**src/rtl/rd_stream_out_stage.sv**
```systemverilog
// Read-side output stage: buffers the elastic buffer's valid-only stream in a small FIFO and
// re-emits it as valid/ready. Optional skip-beat filter enabled by `define RD_STREAM_SKP_FILTER_EN.
module rd_stream_out_stage #(
   parameter int                    DATA_WIDTH  = 20,
   parameter int                    LANES       = 1,
   parameter int                    DEPTH       = 4,
   parameter logic [DATA_WIDTH-1:0] SKP_PATTERN = 20'h0_F1C2
) (
   input  logic                           clk,
   input  logic                           arst_n,
   input  logic [LANES*DATA_WIDTH-1:0]    in_data,
   input  logic                           in_vld,
   output logic                           in_rdy,
   output logic [LANES*DATA_WIDTH-1:0]    out_data,
   output logic                           out_vld,
   input  logic                           out_rdy,
   output logic [$clog2(DEPTH+1)-1:0]     level,
   output logic                           ovf_err,
   input  logic                           ovf_clr,
   output logic                           skp_drop
);

   localparam int W  = LANES * DATA_WIDTH;
   localparam int PW = $clog2(DEPTH);
   localparam int LW = $clog2(DEPTH + 1);
   localparam logic [LW-1:0] FULL_LVL = LW'(DEPTH);

   function automatic logic is_skp(input logic [W-1:0] beat);
      logic hit;
      hit = 1'b1;
      for (int k = 0; k < LANES; k++) begin
         if (beat[k*DATA_WIDTH +: DATA_WIDTH] != SKP_PATTERN) hit = 1'b0;
      end
      return hit;
   endfunction

   logic [W-1:0]  mem [DEPTH];
   logic [W-1:0]  last_q;
   logic [PW-1:0] wr_ptr;
   logic [PW-1:0] rd_ptr;
   logic [LW-1:0] level_q;
   logic          ovf_q;
   logic          skp_hit;
   logic          skp_beat;
   logic          push;
   logic          pop;
   logic          ovf_set;

   assign skp_hit = is_skp(in_data);

`ifdef RD_STREAM_SKP_FILTER_EN
   logic skp_q;

   assign skp_beat = in_vld && skp_hit;

   always_ff @(posedge clk or negedge arst_n) begin
      if (!arst_n) skp_q <= 1'b0;
      else         skp_q <= skp_beat;
   end

   assign skp_drop = skp_q;
`else
   logic unused_skp;

   assign unused_skp = skp_hit;
   assign skp_beat   = 1'b0;
   assign skp_drop   = 1'b0;
`endif

   // Flow control depends on registered occupancy only, so in_rdy never sees out_rdy.
   assign in_rdy  = (level_q != FULL_LVL);
   assign out_vld = (level_q != '0);
   assign push    = in_vld && in_rdy && !skp_beat;
   assign pop     = out_vld && out_rdy;
   assign ovf_set = in_vld && !in_rdy && !skp_beat;

   assign level    = level_q;
   assign ovf_err  = ovf_q;
   assign out_data = out_vld ? mem[rd_ptr] : last_q;

   always_ff @(posedge clk or negedge arst_n) begin
      if (!arst_n) begin
         for (int i = 0; i < DEPTH; i++) mem[i] <= '0;
      end else if (push) begin
         mem[wr_ptr] <= in_data;
      end
   end

   always_ff @(posedge clk or negedge arst_n) begin
      if (!arst_n) begin
         wr_ptr  <= '0;
         rd_ptr  <= '0;
         level_q <= '0;
         last_q  <= '0;
      end else begin
         if (push) wr_ptr <= wr_ptr + PW'(1);
         if (pop) begin
            rd_ptr <= rd_ptr + PW'(1);
            last_q <= mem[rd_ptr];
         end
         case ({push, pop})
            2'b10:   level_q <= level_q + LW'(1);
            2'b01:   level_q <= level_q - LW'(1);
            default: level_q <= level_q;
         endcase
      end
   end

   // A set in the same cycle as a clear takes priority so no drop goes unreported.
   always_ff @(posedge clk or negedge arst_n) begin
      if (!arst_n)      ovf_q <= 1'b0;
      else if (ovf_set) ovf_q <= 1'b1;
      else if (ovf_clr) ovf_q <= 1'b0;
   end

endmodule

```
**config.mk**
```make
export PLATFORM = sky130hd
export DESIGN_NAME = rd_stream_out_stage
export DESIGN_NICKNAME = d
export VERILOG_FILES = /design/src/rtl/rd_stream_out_stage.sv
export SDC_FILE = /design/constraint.sdc
export NUM_CORES = 1
export LEC_CHECK = 0
export BUFFER_PORTS_ARGS = -buffer_cell sky130_fd_sc_hd__buf_2
export CAP_MARGIN = 20
export CORE_MARGIN = 2
export CORE_UTILIZATION = 30
export CTS_CLUSTER_DIAMETER = 120
export DETAILED_ROUTE_END_ITERATION = 12
export SYNTH_ARGS = -nofsm -noshare
export SYNTH_HDL_FRONTEND = slang
export SYNTH_SLANG_ARGS = --single-unit
```
**constraint.sdc**
```tcl
create_clock -name clk -period 2.8 [get_ports clk]
set_input_delay 0.28 -clock clk [delete_from_list [all_inputs] [get_ports clk]]
set_output_delay 0.28 -clock clk [all_outputs]
set_load 0.01 [all_outputs]
```
### After elaboration in Yosys (flattened, before gate mapping)

Cells that the tools add are included.

| operators by class | value |
|---|---|
| add/subtract/negate cells | 4 |
| $mul | 0 |
| bitwise operators | 2 |
| shift operators | 0 |
| reduce and logical (&&, ||, !) cells | 8 |
| multiplexer cells | 10 |
| $lt $le $gt $ge | 3 |
| eq/ne operators | 3 |
| div/mod/pow operators | 0 |

Operators by type and width:

| cell | count |
|---|---|
| $bwmux 80 | 1 |
| $mux 20 | 4 |
| $bmux 20 s2 | 1 |
| $demux 20 s2 | 1 |
| $ge 3x3->1 const B | 2 |
| $not 2->3 | 2 |
| $pmux 3 s2 | 1 |
| $add 2x1->2 const B | 2 |
| $logic_and 1x1->1 | 4 |
| $reduce_bool 2->1 | 2 |
| $add 3x1->3 const B | 1 |
| $lt 3x1->1 const B | 1 |
| $ne 3x3->1 const B | 1 |
| $reduce_bool 3->1 | 1 |
| $sub 3x1->3 const B | 1 |
| $eq 2x1->1 const B | 1 |
| $eq 2x2->1 const B | 1 |
| $mux 1 | 2 |
| $logic_not 1->1 | 1 |

| word-level totals | value |
|---|---|
| bits of input ports | 25 |
| memories | 0 |
| latch bits | 0 |
| bits in read-only memories | 0 |
| RAM bits | 0 |
| register bits | 108 |

### Longest topological paths before layout

| logic depth | value |
|---|---|
| depth after elaboration | 6 |
| depth in mapped cells | 9 |
| mapped depth without buffers | 8 |

### Worst setup path before layout

No wires, ideal clock.

| timing | value |
|---|---|
| kind | reg2reg |
| from | register level_q[0], in the netlist level[0] |
| to | register level_q[2], in the netlist level[2] |
| slack | 0.649 ns |
| period minus slack after synthesis | 2.151 ns |
| library setup time | 0.079 ns |
| buffers on the path | 1 |
| cell stages (with the launch flop) | 10 |
| data arrival time | 2.072 ns |
| path through | dfrtp_1 > or3b_1 > buf_6 > nand2_1 > ha_1 > inv_1 > fa_1 > xor2_1 > nor2_1 > xor2_1 |

| between the ends | value |
|---|---|
| cells in the longest elaborated chain, start to end | 4 |
| elaborated cells between the ends (all ways) | 10 |
| classes of those cells | add/sub (2); eq/ne (3); mux (1); reduce/logical (4) |

RTL lines:

| what | RTL line | RTL |
|---|---|---|
| start, declared | 41 | `logic [LW-1:0] level_q;` |
| start signal, assigned | 102 | `2'b10: level_q <= level_q + LW'(1);` |
| start signal, assigned | 103 | `2'b01: level_q <= level_q - LW'(1);` |
| start signal, assigned | 104 | `default: level_q <= level_q;` |
| $ne 3x3->1 * | 71 | `assign in_rdy = (level_q != FULL_LVL);` |
| via in_rdy | 13 | `output logic in_rdy,` |
| $logic_and 1x1->1 * | 73 | `assign push = in_vld && in_rdy && !skp_beat;` |
| $eq 2x1->1 or $eq 2x2->1 (tied branches) | 101 | `case ({push, pop})` |
| $pmux 3 s2 or $reduce_bool 2->1 (tied branches) | -- |  |

The timed path passes the listed nets; every way through them passes the cells marked *.
A chain may end at the register's enable or synchronous reset.

### Final worst setup path

| timing | value |
|---|---|
| from | register rd_ptr[0] |
| to | output out_data[4] |

| between the ends | value |
|---|---|
| cells in the longest elaborated chain, start to end | 5 |

RTL lines:

| what | RTL line | RTL |
|---|---|---|
| start, declared | 40 | `logic [PW-1:0] rd_ptr;` |
| start signal, assigned | 98 | `rd_ptr <= rd_ptr + PW'(1);` |
| $not 2->3 (implied by the code) | 79 | `assign out_data = out_vld ? mem[rd_ptr] : last_q;` |
| $bmux 20 s2 | 79 |  |
| $mux 20 (implied by the code) (2 in a row) | 79 |  |
| $mux 20 | 79 |  |
| end, declared | 14 | `output logic [LANES*DATA_WIDTH-1:0] out_data,` |

Every way passes these cells. The select of a mux whose other input is x is not followed.

==> out/qor.csv <==
metric,value,unit
Critical Path Stages,4,
critical path buffer and inverter count,2,
Post-Synthesis Cells,299,
io pins,52,
synthesized net count,330,
Max Slew Vio Count,0,
Clock Power Share,15.5,%
largest stage delay on the critical path,560,ps
setup tns final,0,ps
largest cells by area after synthesis,"dfrtp_1, mux2_4, mux2_2, mux4_2, buf_12",
Residual DRC,0,
Die W,137,um
Routed WL,10100,um
Worst setup EP type,primary output,
Initial Util,30.7,%
setup repair after global routing missed its margin,false,
Synthesis Warnings,0,
Die Ht,137,um
grt ovf,0,
DR pass1 iterations,3,
post-synth top area share,50.7,%
global-route total usage across every layer,11.6,%
Slew headroom,52.5,%
Post-Place Worst Slack,702,ps
Leakage Power,2.85,nW
status,"complete, no violations",
startpoint types,flip-flop,
WP data required,2520,ps
Worst Max-Slew Pin Slew,712,ps
Setup CP Type,reg2out,
final period utilization,80.1,%
final net count,384,
top cell type by total area after synthesis,dfrtp_1,
first-pass GRT wire length,16300,um
reg2reg path depth,8,
DR vias,2608,
vias in the first global route,2854,
"Seq/Total Area, Yosys",50.7,%
grt met1 use,15.1,%
Sequential cell area,2700,um^2
worst setup margin,557,ps
worst vdd ir,0.356,mV
Slowest cell on crit path,mux4_2,
largest net degree at the start of global routing,56,
hold path depth,2,
min Tclk post-route,2240,ps
Max-Cap Viols,0,
Fmax,0.446,GHz
met2 Resource Use GR,18.6,%
Vias per Instance,4.47,
die area,18900,um^2
Post-DP HPWL,6460,um
Logic pwr share,48.4,%
library cells used by synthesis,24,
"flops & latches, synth",108,
clk slew on worst S/H paths,70,ps
FP Rows,48,
core footprint,17400,um^2
initial antenna violation count,0,
Final ANT Viol Nets,0,
DR WL/cell,17.3,um
switching share of total power,31.3,%
Iteration-0 DRC Markers,184,
clk root buf,clkbuf_16,
Syn Area/Cell,17.8,um^2
top cell family by delay on the critical path,multiplexers,
synthesized cell area,5330,um^2
# setup viols final,0,
H-tree depth,3,
Final Hold Fails,0,
clk_lat worst skew,340,ps
"most common cell after layout, fill and taps aside",dfrtp_1,
most frequent cells in the layout,"dfrtp_1, mux2_4, buf_2",
"Data arrival, critical path",1960,ps
Antenna diodes,0,
worst-path fanout max,13,
sequential share of power,36.2,%
Int Power,5.37,mW
clock buffer depth,2,
worst clock skew,4.57,ps
CP Cell Sequence,buf_4 > mux4_2 > mux2_2 > buf_2,
FILL cells,1635,
routability cong.,0.683,
reported net switching power,2.45,mW
CTS tree,done,
CTS Buf Count,9,
grt met3 use,3.02,%
port bufs,50,
power density cells,1300,nW/um^2
layout cells sized above 1,60.9,%
CTS Sinks,108,
gr busiest metal,met2,
Layout area overhead,12.6,%
Worst Hold Class,in2reg,
area of the multi-input gates,2370,um^2
power by group through the flow:
| stage | clock network, mW | registers (mW) | logic [mW] |
|---|---|---|---|
| 2_1_floorplan | 0 | 2.72 | 3.11 |
| 5_1_grt | 1.31 | 2.94 | 4.10 |
| 6_report | 1.21 | 2.83 | 3.78 |
| 3_3_place_gp | 0 | 2.78 | 3.79 |
| 3_5_place_dp | 0 | 2.84 | 3.84 |
| 4_1_cts | 1.25 | 2.82 | 3.87 |
synth_stat cells, drive strengths merged:
library cell and count:
or3 1, nand2 2, dfrtp 108, xnor2 3, o22ai 1, xor2 3
mux2 121, nand3 4, ha 5, buf 16, nor2 1, inv 7
mux2i 1, mux4 20, conb 1, clkbuf 2, o31a 1, or3b 1
fa 1
through the flow:
step	total power, mW	area [um^2]	util [%]	hold WS [ps]	std cells
6_report	7.82	6000	34.6	136	583
5_1_grt	8.34	6000	34.6	125	583
4_1_cts	7.94	6000	34.6	116	583
3_5_place_dp	6.68	5710	32.9	375	566
3_3_place_gp	6.57	5710	32.9	369	566
2_1_floorplan	5.82	5330	-	-15.6	299
final cells by class:
cell class                      instances  share of cell area, %
Clock buffer                           13                   4.34
Clock inverter                          3                  0.354
Inverter                                7                  0.438
Multi-Input combinational cell        166                   39.5
Sequential cell                       108                   45.0
Tap cell                              225                   4.69
Timing Repair Buffer                   61                   5.63
final timing paths:
kind | end | slack, ps | from
max | out_data[4] | 560 | rd_ptr[0]
min | ovf_err | 140 | ovf_clr
max reg2reg | level[2] | 700 | level[0]
min reg2reg | mem[20] | 510 | mem[20]
max in group asynchronous | mem[10] | 1520 | arst_n
min in group asynchronous | level[0] | 520 | arst_n
per-layer routing:
metal	up-vias	wire, um
li1	1185	-
met1	1387	4510
met2	28	5080
met3	8	349
met4	0	141
met5	-	0
sequential cells by signal (all words and copies together) (netlist names):
name	cells
ovf_err	1
wr_ptr	2
level	3
mem	80
last_q	20
rd_ptr	2
cell families (layout without fill, tap and decap cells):
| group | Yosys count | after routing | share of synthesized area [%] |
|---|---|---|---|
| DFF | 108 | 108 | 50.7 |
| xor gates and xnor gates | 6 | 6 | 0.986 |
| AOI/OAI and AO/OA | 2 | 2 | 0.282 |
| muxes | 142 | 142 | 39.8 |
| buffers and inverters | 25 | 84 | 4.79 |
| adders and majority gates | 6 | 6 | 1.55 |
| other | 1 | 1 | 0.0703 |
| and+or+nand+nor | 9 | 9 | 1.81 |
worst register-to-register path, stage by stage (launching register included):
cell and delay [ps]:
dfrtp_1 440, or3b_1 390, nand2_1 140, ha_1 210, inv_1 60, fa_1 370
xor2_1 150, nor2_1 110, xor2_1 150
timing repair:
item                                   CTS  global route
hold buffers                             1             0
buffers inserted                         0             0
endpoints found under the hold margin    3             0
resized for setup                        0             0
Note: power is estimated with default switching activity, not from simulation.
